--- config.mk ---
export PLATFORM = sky130hd
export DESIGN_NAME = cprv_decode_stage_flat
export DESIGN_NICKNAME = d
export VERILOG_FILES = /design/src/rtl/cprv_decode_stage_if.sv /design/src/rtl/cprv_decode_stage.sv /design/src/flat_wrapper.sv
export SDC_FILE = /design/constraint.sdc
export NUM_CORES = 1
export LEC_CHECK = 0
export ABC_CLOCK_PERIOD_IN_PS = 2800
export CELL_PAD_IN_SITES_DETAIL_PLACEMENT = 1
export CELL_PAD_IN_SITES_GLOBAL_PLACEMENT = 2
export CORE_AREA = 2 2 259 261
export CTS_CLUSTER_SIZE = 10
export DETAILED_ROUTE_END_ITERATION = 6
export DIE_AREA = 0 0 261 263
export MAX_ROUTING_LAYER = met4
export PLACE_DENSITY = 0.77
export SLEW_MARGIN = 15
export SYNTH_ARGS = -nofsm -noshare
export SYNTH_HDL_FRONTEND = slang
export SYNTH_SLANG_ARGS = --single-unit
--- constraint.sdc ---
create_clock -name clk -period 2.8 [get_ports clk]
set_clock_uncertainty 0.1 [all_clocks]
set_input_delay 0.28 -clock clk [delete_from_list [all_inputs] [get_ports clk]]
set_output_delay 0.28 -clock clk [all_outputs]
set_load 0.05 [all_outputs]
--- src/rtl/cprv_decode_stage_if.sv ---
// cprv_decode_stage_if: IF/RF/bypass/EX-side signal bundle of the RV64 decode stage.
interface cprv_decode_stage_if #(
    parameter int INSTR_WIDTH = 32,
    parameter int DATA_WIDTH  = 64
);
    logic                   flush_i;
    logic                   valid_id_i;
    logic                   ready_id_o;
    logic [INSTR_WIDTH-1:0] instr_data_id_i;
    logic [DATA_WIDTH-1:0]  pc_id_i;
    logic [4:0]             rs1_addr_rf_o;
    logic [4:0]             rs2_addr_rf_o;
    logic [DATA_WIDTH-1:0]  rs1_data_rf_i;
    logic [DATA_WIDTH-1:0]  rs2_data_rf_i;
    logic                   ex_rd_en_i;
    logic [4:0]             ex_rd_addr_i;
    logic [DATA_WIDTH-1:0]  ex_rd_data_i;
    logic                   ex_is_load_i;
    logic                   wb_rd_en_i;
    logic [4:0]             wb_rd_addr_i;
    logic [DATA_WIDTH-1:0]  wb_rd_data_i;
    logic                   valid_ex_o;
    logic                   ready_ex_i;
    logic [DATA_WIDTH-1:0]  pc_ex_o;
    logic [DATA_WIDTH-1:0]  rs1_data_ex_o;
    logic [DATA_WIDTH-1:0]  rs2_data_ex_o;
    logic [DATA_WIDTH-1:0]  imm_data_ex_o;
    logic [4:0]             rd_addr_ex_o;
    logic                   rd_en_ex_o;
    logic [6:0]             opcode_ex_o;
    logic [2:0]             funct3_ex_o;
    logic [6:0]             funct7_ex_o;
    logic                   mem_r_en_ex_o;
    logic                   mem_w_en_ex_o;
    logic                   illegal_ex_o;

    modport slave (
        input  flush_i, valid_id_i, instr_data_id_i, pc_id_i, rs1_data_rf_i, rs2_data_rf_i,
               ex_rd_en_i, ex_rd_addr_i, ex_rd_data_i, ex_is_load_i,
               wb_rd_en_i, wb_rd_addr_i, wb_rd_data_i, ready_ex_i,
        output ready_id_o, rs1_addr_rf_o, rs2_addr_rf_o, valid_ex_o, pc_ex_o,
               rs1_data_ex_o, rs2_data_ex_o, imm_data_ex_o, rd_addr_ex_o, rd_en_ex_o,
               opcode_ex_o, funct3_ex_o, funct7_ex_o, mem_r_en_ex_o, mem_w_en_ex_o, illegal_ex_o
    );

    modport master (
        output flush_i, valid_id_i, instr_data_id_i, pc_id_i, rs1_data_rf_i, rs2_data_rf_i,
               ex_rd_en_i, ex_rd_addr_i, ex_rd_data_i, ex_is_load_i,
               wb_rd_en_i, wb_rd_addr_i, wb_rd_data_i, ready_ex_i,
        input  ready_id_o, rs1_addr_rf_o, rs2_addr_rf_o, valid_ex_o, pc_ex_o,
               rs1_data_ex_o, rs2_data_ex_o, imm_data_ex_o, rd_addr_ex_o, rd_en_ex_o,
               opcode_ex_o, funct3_ex_o, funct7_ex_o, mem_r_en_ex_o, mem_w_en_ex_o, illegal_ex_o
    );
endinterface

--- src/rtl/cprv_decode_stage.sv ---
// cprv_decode_stage: RV64 ID stage with RF read, EX/WB bypass, load-use stall, full decode and flush.
module cprv_decode_stage #(
    parameter int INSTR_WIDTH = 32,
    parameter int DATA_WIDTH  = 64,
    parameter bit FWD_EN      = 1'b1
) (
    input logic clk,
    input logic rst,
    cprv_decode_stage_if.slave bus
);
    localparam logic [6:0] OP_OP     = 7'b0110011;
    localparam logic [6:0] OP_IMM    = 7'b0010011;
    localparam logic [6:0] OP_32     = 7'b0111011;
    localparam logic [6:0] OP_IMM_32 = 7'b0011011;
    localparam logic [6:0] OP_LOAD   = 7'b0000011;
    localparam logic [6:0] OP_STORE  = 7'b0100011;
    localparam logic [6:0] OP_BRANCH = 7'b1100011;
    localparam logic [6:0] OP_JAL    = 7'b1101111;
    localparam logic [6:0] OP_JALR   = 7'b1100111;
    localparam logic [6:0] OP_LUI    = 7'b0110111;
    localparam logic [6:0] OP_AUIPC  = 7'b0010111;

    logic [31:0] instr;
    logic [6:0] opcode;
    logic [4:0] rd, rs1, rs2;
    logic is_op, is_imm, is_32, is_imm_32, is_load, is_store, is_branch;
    logic is_jal, is_jalr, is_lui, is_auipc, legal;
    logic uses_rs1, uses_rs2, rd_en;
    logic [DATA_WIDTH-1:0] imm, op1, op2;
    logic ex_hit1, ex_hit2, wb_hit1, wb_hit2, stall, cke;

    assign instr  = bus.instr_data_id_i[31:0];
    assign opcode = instr[6:0];
    assign rd     = instr[11:7];
    assign rs1    = instr[19:15];
    assign rs2    = instr[24:20];

    assign is_op     = opcode == OP_OP;
    assign is_imm    = opcode == OP_IMM;
    assign is_32     = opcode == OP_32;
    assign is_imm_32 = opcode == OP_IMM_32;
    assign is_load   = opcode == OP_LOAD;
    assign is_store  = opcode == OP_STORE;
    assign is_branch = opcode == OP_BRANCH;
    assign is_jal    = opcode == OP_JAL;
    assign is_jalr   = opcode == OP_JALR;
    assign is_lui    = opcode == OP_LUI;
    assign is_auipc  = opcode == OP_AUIPC;
    // every listed opcode ends in 2'b11, so matching one also validates instr[1:0]
    assign legal = is_op | is_imm | is_32 | is_imm_32 | is_load | is_store | is_branch |
                   is_jal | is_jalr | is_lui | is_auipc;

    assign uses_rs1 = ~(is_jal | is_lui | is_auipc);
    assign uses_rs2 = is_op | is_32 | is_store | is_branch;
    assign rd_en = (is_op | is_imm | is_32 | is_imm_32 | is_load | is_jal | is_jalr |
                    is_lui | is_auipc) & (rd != 5'd0);

    always_comb begin
        imm = '0;
        if (is_imm | is_imm_32 | is_load | is_jalr)
            imm = {{(DATA_WIDTH-12){instr[31]}}, instr[31:20]};
        else if (is_store)
            imm = {{(DATA_WIDTH-12){instr[31]}}, instr[31:25], instr[11:7]};
        else if (is_branch)
            imm = {{(DATA_WIDTH-13){instr[31]}}, instr[31], instr[7], instr[30:25], instr[11:8], 1'b0};
        else if (is_lui | is_auipc)
            imm = {{(DATA_WIDTH-32){instr[31]}}, instr[31:12], 12'b0};
        else if (is_jal)
            imm = {{(DATA_WIDTH-21){instr[31]}}, instr[31], instr[19:12], instr[20], instr[30:21], 1'b0};
    end

    assign bus.rs1_addr_rf_o = rs1;
    assign bus.rs2_addr_rf_o = rs2;

    assign ex_hit1 = bus.ex_rd_en_i && bus.ex_rd_addr_i == rs1 && rs1 != 5'd0;
    assign ex_hit2 = bus.ex_rd_en_i && bus.ex_rd_addr_i == rs2 && rs2 != 5'd0;
    assign wb_hit1 = bus.wb_rd_en_i && bus.wb_rd_addr_i == rs1 && rs1 != 5'd0;
    assign wb_hit2 = bus.wb_rd_en_i && bus.wb_rd_addr_i == rs2 && rs2 != 5'd0;

    assign op1 = rs1 == 5'd0 ? '0 :
                 FWD_EN && ex_hit1 && !bus.ex_is_load_i ? bus.ex_rd_data_i :
                 FWD_EN && wb_hit1 ? bus.wb_rd_data_i : bus.rs1_data_rf_i;
    assign op2 = rs2 == 5'd0 ? '0 :
                 FWD_EN && ex_hit2 && !bus.ex_is_load_i ? bus.ex_rd_data_i :
                 FWD_EN && wb_hit2 ? bus.wb_rd_data_i : bus.rs2_data_rf_i;

    // without bypass any pending write to a used source must drain through the RF first
    assign stall = bus.valid_id_i & (FWD_EN ?
                   bus.ex_is_load_i & ((ex_hit1 & uses_rs1) | (ex_hit2 & uses_rs2)) :
                   ((ex_hit1 | wb_hit1) & uses_rs1) | ((ex_hit2 | wb_hit2) & uses_rs2));

    assign cke = ~bus.valid_ex_o | bus.ready_ex_i;
    assign bus.ready_id_o = cke & ~stall;

    always_ff @(posedge clk) begin
        if (rst) begin
            bus.valid_ex_o    <= 1'b0;
            bus.pc_ex_o       <= '0;
            bus.rs1_data_ex_o <= '0;
            bus.rs2_data_ex_o <= '0;
            bus.imm_data_ex_o <= '0;
            bus.rd_addr_ex_o  <= '0;
            bus.rd_en_ex_o    <= 1'b0;
            bus.opcode_ex_o   <= '0;
            bus.funct3_ex_o   <= '0;
            bus.funct7_ex_o   <= '0;
            bus.mem_r_en_ex_o <= 1'b0;
            bus.mem_w_en_ex_o <= 1'b0;
            bus.illegal_ex_o  <= 1'b0;
        end else begin
            bus.valid_ex_o <= cke ? bus.valid_id_i & ~stall & ~bus.flush_i : bus.valid_ex_o & ~bus.flush_i;
            if (cke) begin
                bus.pc_ex_o       <= bus.pc_id_i;
                bus.rs1_data_ex_o <= op1;
                bus.rs2_data_ex_o <= op2;
                bus.imm_data_ex_o <= imm;
                bus.rd_addr_ex_o  <= rd;
                bus.rd_en_ex_o    <= rd_en & legal;
                bus.opcode_ex_o   <= opcode;
                bus.funct3_ex_o   <= instr[14:12];
                bus.funct7_ex_o   <= instr[31:25];
                bus.mem_r_en_ex_o <= is_load;
                bus.mem_w_en_ex_o <= is_store;
                bus.illegal_ex_o  <= ~legal;
            end
        end
    end
endmodule

--- src/flat_wrapper.sv ---
// flat-port wrapper written by rule: the top's interface ports become plain ports
module cprv_decode_stage_flat 
#(
    parameter int INSTR_WIDTH = 32,
    parameter int DATA_WIDTH  = 64,
    parameter bit FWD_EN      = 1'b1
)
  (clk, rst, bus_flush_i, bus_valid_id_i, bus_instr_data_id_i, bus_pc_id_i, bus_rs1_data_rf_i, bus_rs2_data_rf_i, bus_ex_rd_en_i, bus_ex_rd_addr_i, bus_ex_rd_data_i, bus_ex_is_load_i, bus_wb_rd_en_i, bus_wb_rd_addr_i, bus_wb_rd_data_i, bus_ready_ex_i, bus_ready_id_o, bus_rs1_addr_rf_o, bus_rs2_addr_rf_o, bus_valid_ex_o, bus_pc_ex_o, bus_rs1_data_ex_o, bus_rs2_data_ex_o, bus_imm_data_ex_o, bus_rd_addr_ex_o, bus_rd_en_ex_o, bus_opcode_ex_o, bus_funct3_ex_o, bus_funct7_ex_o, bus_mem_r_en_ex_o, bus_mem_w_en_ex_o, bus_illegal_ex_o);
  cprv_decode_stage_if #(.INSTR_WIDTH(INSTR_WIDTH), .DATA_WIDTH(DATA_WIDTH)) bus_i ();
  input logic clk;
  input logic rst;
  input wire logic [$bits(bus_i.flush_i)-1:0] bus_flush_i;
  input wire logic [$bits(bus_i.valid_id_i)-1:0] bus_valid_id_i;
  input wire logic [$bits(bus_i.instr_data_id_i)-1:0] bus_instr_data_id_i;
  input wire logic [$bits(bus_i.pc_id_i)-1:0] bus_pc_id_i;
  input wire logic [$bits(bus_i.rs1_data_rf_i)-1:0] bus_rs1_data_rf_i;
  input wire logic [$bits(bus_i.rs2_data_rf_i)-1:0] bus_rs2_data_rf_i;
  input wire logic [$bits(bus_i.ex_rd_en_i)-1:0] bus_ex_rd_en_i;
  input wire logic [$bits(bus_i.ex_rd_addr_i)-1:0] bus_ex_rd_addr_i;
  input wire logic [$bits(bus_i.ex_rd_data_i)-1:0] bus_ex_rd_data_i;
  input wire logic [$bits(bus_i.ex_is_load_i)-1:0] bus_ex_is_load_i;
  input wire logic [$bits(bus_i.wb_rd_en_i)-1:0] bus_wb_rd_en_i;
  input wire logic [$bits(bus_i.wb_rd_addr_i)-1:0] bus_wb_rd_addr_i;
  input wire logic [$bits(bus_i.wb_rd_data_i)-1:0] bus_wb_rd_data_i;
  input wire logic [$bits(bus_i.ready_ex_i)-1:0] bus_ready_ex_i;
  output wire logic [$bits(bus_i.ready_id_o)-1:0] bus_ready_id_o;
  output wire logic [$bits(bus_i.rs1_addr_rf_o)-1:0] bus_rs1_addr_rf_o;
  output wire logic [$bits(bus_i.rs2_addr_rf_o)-1:0] bus_rs2_addr_rf_o;
  output wire logic [$bits(bus_i.valid_ex_o)-1:0] bus_valid_ex_o;
  output wire logic [$bits(bus_i.pc_ex_o)-1:0] bus_pc_ex_o;
  output wire logic [$bits(bus_i.rs1_data_ex_o)-1:0] bus_rs1_data_ex_o;
  output wire logic [$bits(bus_i.rs2_data_ex_o)-1:0] bus_rs2_data_ex_o;
  output wire logic [$bits(bus_i.imm_data_ex_o)-1:0] bus_imm_data_ex_o;
  output wire logic [$bits(bus_i.rd_addr_ex_o)-1:0] bus_rd_addr_ex_o;
  output wire logic [$bits(bus_i.rd_en_ex_o)-1:0] bus_rd_en_ex_o;
  output wire logic [$bits(bus_i.opcode_ex_o)-1:0] bus_opcode_ex_o;
  output wire logic [$bits(bus_i.funct3_ex_o)-1:0] bus_funct3_ex_o;
  output wire logic [$bits(bus_i.funct7_ex_o)-1:0] bus_funct7_ex_o;
  output wire logic [$bits(bus_i.mem_r_en_ex_o)-1:0] bus_mem_r_en_ex_o;
  output wire logic [$bits(bus_i.mem_w_en_ex_o)-1:0] bus_mem_w_en_ex_o;
  output wire logic [$bits(bus_i.illegal_ex_o)-1:0] bus_illegal_ex_o;
  assign bus_i.flush_i = bus_flush_i;
  assign bus_i.valid_id_i = bus_valid_id_i;
  assign bus_i.instr_data_id_i = bus_instr_data_id_i;
  assign bus_i.pc_id_i = bus_pc_id_i;
  assign bus_i.rs1_data_rf_i = bus_rs1_data_rf_i;
  assign bus_i.rs2_data_rf_i = bus_rs2_data_rf_i;
  assign bus_i.ex_rd_en_i = bus_ex_rd_en_i;
  assign bus_i.ex_rd_addr_i = bus_ex_rd_addr_i;
  assign bus_i.ex_rd_data_i = bus_ex_rd_data_i;
  assign bus_i.ex_is_load_i = bus_ex_is_load_i;
  assign bus_i.wb_rd_en_i = bus_wb_rd_en_i;
  assign bus_i.wb_rd_addr_i = bus_wb_rd_addr_i;
  assign bus_i.wb_rd_data_i = bus_wb_rd_data_i;
  assign bus_i.ready_ex_i = bus_ready_ex_i;
  assign bus_ready_id_o = bus_i.ready_id_o;
  assign bus_rs1_addr_rf_o = bus_i.rs1_addr_rf_o;
  assign bus_rs2_addr_rf_o = bus_i.rs2_addr_rf_o;
  assign bus_valid_ex_o = bus_i.valid_ex_o;
  assign bus_pc_ex_o = bus_i.pc_ex_o;
  assign bus_rs1_data_ex_o = bus_i.rs1_data_ex_o;
  assign bus_rs2_data_ex_o = bus_i.rs2_data_ex_o;
  assign bus_imm_data_ex_o = bus_i.imm_data_ex_o;
  assign bus_rd_addr_ex_o = bus_i.rd_addr_ex_o;
  assign bus_rd_en_ex_o = bus_i.rd_en_ex_o;
  assign bus_opcode_ex_o = bus_i.opcode_ex_o;
  assign bus_funct3_ex_o = bus_i.funct3_ex_o;
  assign bus_funct7_ex_o = bus_i.funct7_ex_o;
  assign bus_mem_r_en_ex_o = bus_i.mem_r_en_ex_o;
  assign bus_mem_w_en_ex_o = bus_i.mem_w_en_ex_o;
  assign bus_illegal_ex_o = bus_i.illegal_ex_o;
  cprv_decode_stage #(.INSTR_WIDTH(INSTR_WIDTH), .DATA_WIDTH(DATA_WIDTH), .FWD_EN(FWD_EN)) u_core (.clk(clk), .rst(rst), .bus(bus_i));
endmodule
# ---- Word level (Yosys, flattened, before mapping)
# Index checks and enable logic that the tools add are counted.
dict set report word_totals {
  regBits 283
  inputBits 370
  output_inout_bits 294
  wordCells 96
}
dict set report classes {
  n_eq_ne 15
  mux 12
  bitwise 40
  n_reduce_logical 16
}
# operator count
set ops {}
lappend ops {{$mux W64} 11}
lappend ops {{$eq A7 B6 Y1 const B} 4}
lappend ops {{$or A1 B1 Y1} 25}
lappend ops {{$eq A7 B5 Y1 const B} 3}
lappend ops {{$eq A7 B7 Y1 const B} 3}
lappend ops {{$eq A5 B5 Y1} 4}
lappend ops {{$reduce_bool A5 Y1} 3}
lappend ops {{$and A1 B1 Y1} 10}
lappend ops {{$logic_and A1 B1 Y1} 10}
lappend ops {{$logic_not A5 Y1} 2}
lappend ops {{$eq A7 B2 Y1 const B} 1}
lappend ops {{$not A1 Y1} 5}
lappend ops {{$logic_not A1 Y1} 1}
lappend ops {{$mux W1} 1}

# ---- Longest topological paths before layout
dict set report depth {
  depth_word 12
  mapped_depth 8
  mapped_depth_nobuf 5
}

# ---- Worst setup path after synthesis
# OpenSTA, ideal clock, no wires.
dict set report synth_path {
  path_kind {input-to-output}
  from {input bus_instr_data_id_i[3]}
  to {output bus_ready_id_o}
  arrival_ps 2117
  t_required_ps 2420
  path_slack_ps 303
  path_stages 6
  n_path_buf 1
  path_cell_list {buf_2 nand2b_1 or2_2 a21oi_2 o32ai_1 a21oi_1}
}
dict set report synth_between {
  elab_chain_len 10
  elab_cells_between_ends 20
  cone_classes {eq/ne: 7; bitwise: 13}
}
# item line
set synth_lines {}
lappend synth_lines {{start: declaration} flat_wrapper.sv:14} ;# input wire logic [$bits(bus_i.instr_data_id_i)-1:0] bus_instr_data_id_i;
lappend synth_lines {{$eq A7 B6 Y1, or another cell as far along} cprv_decode_stage.sv:38} ;# assign is_op = opcode == OP_OP;
lappend synth_lines {{$or A1 B1 Y1 (on tied branches) (2 in a row)} {cprv_decode_stage.sv:54, cprv_decode_stage.sv:53}}
lappend synth_lines {{$or A1 B1 Y1 / $not A1 Y1 (equally long branches)} {cprv_decode_stage.sv:54, cprv_decode_stage.sv:53}}
lappend synth_lines {{$and A1 B1 Y1} cprv_decode_stage.sv:89} ;# bus.ex_is_load_i & ((ex_hit1 & uses_rs1) | (ex_hit2 & uses_rs2)) :
lappend synth_lines {{$or A1 B1 Y1 *} cprv_decode_stage.sv:89}
lappend synth_lines {{$and A1 B1 Y1 *} cprv_decode_stage.sv:89}
lappend synth_lines {{$and A1 B1 Y1 *} cprv_decode_stage.sv:88} ;# assign stall = bus.valid_id_i & (FWD_EN ?
lappend synth_lines {{$not A1 Y1 *} cprv_decode_stage.sv:93} ;# assign bus.ready_id_o = cke & ~stall;
lappend synth_lines {{$and A1 B1 Y1 *} cprv_decode_stage.sv:93}
lappend synth_lines {{end: declaration} flat_wrapper.sv:26} ;# output wire logic [$bits(bus_i.ready_id_o)-1:0] bus_ready_id_o;
# Mark *: on every way between the ends. The rest lies on a longest branch, timed or not.

# ---- Final worst setup path
dict set report layout_path {
  from {input bus_ex_rd_addr_i[0]}
  to {output bus_ready_id_o}
}
dict set report layout_between {
  elab_chain_len 9
  elab_cells_between_ends 13
  cone_classes {eq/ne: 2; bitwise: 7; reduce/logical: 4}
}
# item line
set layout_lines {}
lappend layout_lines {{start: declaration} flat_wrapper.sv:19} ;# input wire logic [$bits(bus_i.ex_rd_addr_i)-1:0] bus_ex_rd_addr_i;
lappend layout_lines {{$eq A5 B5 Y1 (on tied branches)} {cprv_decode_stage.sv:75, cprv_decode_stage.sv:76}}
lappend layout_lines {{$logic_and A1 B1 Y1 (on tied branches) (2 in a row)} {cprv_decode_stage.sv:75, cprv_decode_stage.sv:76}}
lappend layout_lines {{$and A1 B1 Y1} cprv_decode_stage.sv:89}
lappend layout_lines {{$or A1 B1 Y1 *} cprv_decode_stage.sv:89}
lappend layout_lines {{$and A1 B1 Y1 *} cprv_decode_stage.sv:89}
lappend layout_lines {{$and A1 B1 Y1 *} cprv_decode_stage.sv:88}
lappend layout_lines {{$not A1 Y1 *} cprv_decode_stage.sv:93}
lappend layout_lines {{$and A1 B1 Y1 *} cprv_decode_stage.sv:93}
# Marked as above.

==> results.env <==
TOTAL_OF_BUFFERS_PLACED_ON_INPUT_AND_OUTPUT_PORTS=663
TIMING.FINAL.CRIT_SHARE=0.949
WORST-ENDPOINT-REQUIRED_NS=2.42
POWER_DENSITY_nW_PER_UM2=546
AREA_GROWTH_SYN_TO_LAYOUT_PCT=77.8
WORST_HOLD_PATH_TYPE='in -> reg'
RSZ_0062_RAISED_AFTER_GLOBAL_ROUTING='no'
CAP_VIOLATIONS=0
FINALNETCOUNT=2301
LAYOUT.FILLER_CELLS=7612
CLOCK_TREE_SINKS=251
SETUP_VIOLATIONS_FINAL=0
YOSYS_MOST_USED_DFF='dfxtp_1'
MAX_FREQ_MHz=376
MAX-SLEW-MARGIN-REL=0.373
FIRST_GLOBAL_VIAS=13700
COUNT_OF_PINS_ON_THE_BLOCK_BOUNDARY=664
GRT_START_MAX_NET_PINS=99
CRIT_PATH_CELL_TRACE='clkdlybuf4s50_1 -> xor2_1 -> nor4_2 -> buf_4 -> nand3_4 -> o32ai_1 -> buf_4 -> a21oi_1 -> buf_4'
CTS_TREE='done'
DETAILROUTE.WIRELENGTH.MET3_UM=5320
CTS_BUFFERS=34
LENGTH_OF_ROUTED_MET2_WIRING_UM=29600
GRT_ANTENNA_BEFORE_REPAIR=14
SYNTH_TOP_CELL_BY_AREA='dfxtp_1'
POSTROUTEWIRELENGTH_UM=63000
SYNTH_TOP_CELLS_BY_COUNT='nand2_1, dfxtp_1, mux2i_1'
POSTCTSSETUPREPAIRBUFS=0
ROUTE.DETAILED.VIAS_PER_INST=4.45
FINAL.HOLD.WORST_SLACK_NS=0.189
ROUTE.LAYER.MET1.WL_UM=25400
CRIT_PATH_CATEGORY='in -> out'
POST_ROUTE_ANTENNA_NET_VIOLATION_COUNT=0
NUMBER_OF_ENABLE_TYPE_REGISTER_CELLS_IN_THE_SYNTHESIZED_NETLIST=0
SYNTHESIS.NETS=1677
LARGEST_DRIVER_FANOUT_ON_THE_CRITICAL_PATH=2
ROUTE.VIAS.TOTAL=12600
YOSYS.CELL_TYPES.COUNT=48
SYNTHESIS.AREA_PER_INSTANCE_UM2=8.66
TNS_NS=0
LAYOUT_SETUP_WS_NS=0.142
TIMING.CRITICAL_PATH.SLOWEST_STAGE_CELL='clkdlybuf4s50_1'
CHIPWIDTH_UM=261
START_KIND='input pin'
DRT-WIRELENGTH-PER-CELL_UM=22.3
HOLD_VIOL_FINAL=0
DP.FINAL_HPWL_UM=48900
TIMING.CRITICAL_PATH.MAX_DELAY_FAMILY='buffers and inverters'
CTSLONGESTPATHBUFFERS=3
CHIPHEIGHT_UM=263
DESIGN.CORE.AREA_UM2=65600
CTS.ROOT.BUFFER_CELL='clkbuf_16'
SYNTH_ASYNC_SR_FLOP_SHARE=0
YOSYSSEQAREASHARE=0.444
FLOORPLAN.DIE_AREA_UM2=68600
NUMBER_OF_SLEW_LIMIT_VIOLATIONS_IN_THE_FINAL_REPORT=0
ROUTABILITYCONGESTION=0.874
COMBINED_AREA_OF_ALL_SYNTHESIZED_CELLS_UM2=11300
CLOCK_PIN_SLEW_WORST_SETUP_AND_HOLD_PATHS_NS=0.05
TOP_LAYER_USED='met4'
HTREE_NUM_LEVELS=2
MOST_AREA_CONSUMING_CELLS_AFTER_SYNTHESIS='dfxtp_1, nand2_1, mux2i_1, o221ai_1, a21oi_1'
CLK_LATENCY_NS=0.53
DR.FIRST_ITER.DRC_COUNT=533
GRT_PASS1_WL_UM=89400
FINALCRITICALPERIOD_NS=2.66
SYNTH_TOP_AREA_FRAC=0.444
WORST_PATH_LARGEST_CELL_DELAY_NS=0.48
SYNTH-SEQ-CELLS=251
SYNTHMOSTINSTANTIATEDCELL='nand2_1'
DRTPASS1ITERATIONS=5
GLOBALROUTETOTALUTIL=0.179
DESIGN_POWER_TOTAL_W=0.0110
CRITICAL_PATH_DATA_ARRIVAL_TIME_NS=2.28
TRANSITION_TIME_OF_THE_TIGHTEST_SLEW_CHECK_PIN_NS=0.940
POWER_LEAKAGE_nW=7.10
RUN_STATUS='complete, no violations'
YOSYSWARNINGCOUNT=0
SYN-INSTANCE-COUNT=1307
POST-ROUTE-DRC-COUNT=0
PEAKVDDDROP_mV=0.449
GR-TOTAL-OVERFLOW=0
ELEMENT_TYPE_AT_THE_CRITICAL_PATH_END='primary output'
POST-ROUTE-UTIL=0.307
CRITICAL-PATH-TOP-CELL-BY-COUNT='buf_4'
PLACE_WORST_SETUP_SLACK_NS=-0.160
ROWS=94
INITIAL_CORE_UTIL=0.172
CP.BUFFERS_INVERTERS=4
DRIVE_ABOVE_1_SHARE=0.0757
## metrics by stage
stage               cell area [um2]  cells
finish                        20100   2829
global route                  20100   2829
CTS                           20100   2818
detailed placement            19000   2758
global placement              19000   2758
floorplan                     11300   1307
## area by class of cell
cell class	instances	area [um2]	area share
well taps	864	1080	0.0537
multi-input cells	903	5440	0.270
flip-flops and latches	251	5020	0.250
inverters	2	7.51	0.000373
diodes	11	27.5	0.00137
clock buffers	52	988	0.0491
repair buffers	739	7450	0.370
clock inverters	7	104	0.00516
## path summary, 6_finish.rpt
path	end	startpoint	slack, ns	cells past startpoint
max	bus_ready_id_o	bus_ex_rd_addr_i[0]	0.14	9
min	u_core.bus.imm_data_ex_o[15]	bus_instr_data_id_i[15]	0.19	4
max reg2reg	u_core.bus.rs2_data_ex_o[35]	u_core.bus.valid_ex_o	0.66	8
min reg2reg	u_core.bus.pc_ex_o[48]	u_core.bus.pc_ex_o[48]	0.35	2
## kinds of logic (layout without fill, tap and decap cells)
logic type / Yosys count / count (layout) / synth area share
flops: 251 / 251 / 0.444
other cells: 0 / 11 / 0
simple gates: 480 / 480 / 0.167
compound gates: 274 / 274 / 0.177
buf+inv: 153 / 800 / 0.0816
mux: 129 / 129 / 0.114
xor+xnor: 20 / 20 / 0.0155
## report_power, final
group | switching, W | internal (W) | leakage, nW
Sequential | 0.000129 | 0.00380 | 2.08
Clock | 0.00175 | 0.00262 | 0.534
Combinational | 0.00156 | 0.00112 | 4.48
## flip-flops by register name (all words and copies together), names as in the netlist, 3 cells and up
name	count
u_core.bus.rs2_data_ex_o	64
u_core.bus.funct7_ex_o	7
u_core.bus.opcode_ex_o	7
u_core.bus.imm_data_ex_o	32
u_core.bus.rd_addr_ex_o	5
u_core.bus.funct3_ex_o	3
u_core.bus.rs1_data_ex_o	64
u_core.bus.pc_ex_o	64
## tightest hold or removal path: cells and delay by family
kind	cells	cell delay, ns
compound gates	1	0.06
buf+inv	2	0.37
simple gates	1	0.06
## routing by layer
layer / track usage / vias to the layer above
li1: - / 5836
met1: 0.202 / 6057
met2: 0.293 / 578
met3: 0.0492 / 123
met4: 0.0822 / 0
met5: - / -
## cell usage in the layout (no fill, tap or decap), types with 3 or more instances in the layout
cell type	count
clkdlybuf4s50_1	648
nand2_1	400
dfxtp_1	251
mux2i_1	129
o221ai_1	128
a21oi_1	94
buf_4	63
nor2_1	47
clkbuf_16	34
a211oi_1	22
buf_12	20
xor2_1	18
diode_2	11
clkbuf_1	11
clkbuf_8	7
nor3_1	6
a22oi_1	6
a221oi_1	4
dlymetal6s2s_1	4
nor4_2	3
nor2b_1	3
dlygate4sd2_1	3
## repair_timing
action | CTS | global route
setup endpoints to repair | 1 | 1
pin swaps | 0 | 1
hold buffers | 1 | 0
endpoints found under the hold margin | 1 | 0
resized for setup | 5 | 4
Note: power is estimated with default switching activity, not from simulation.
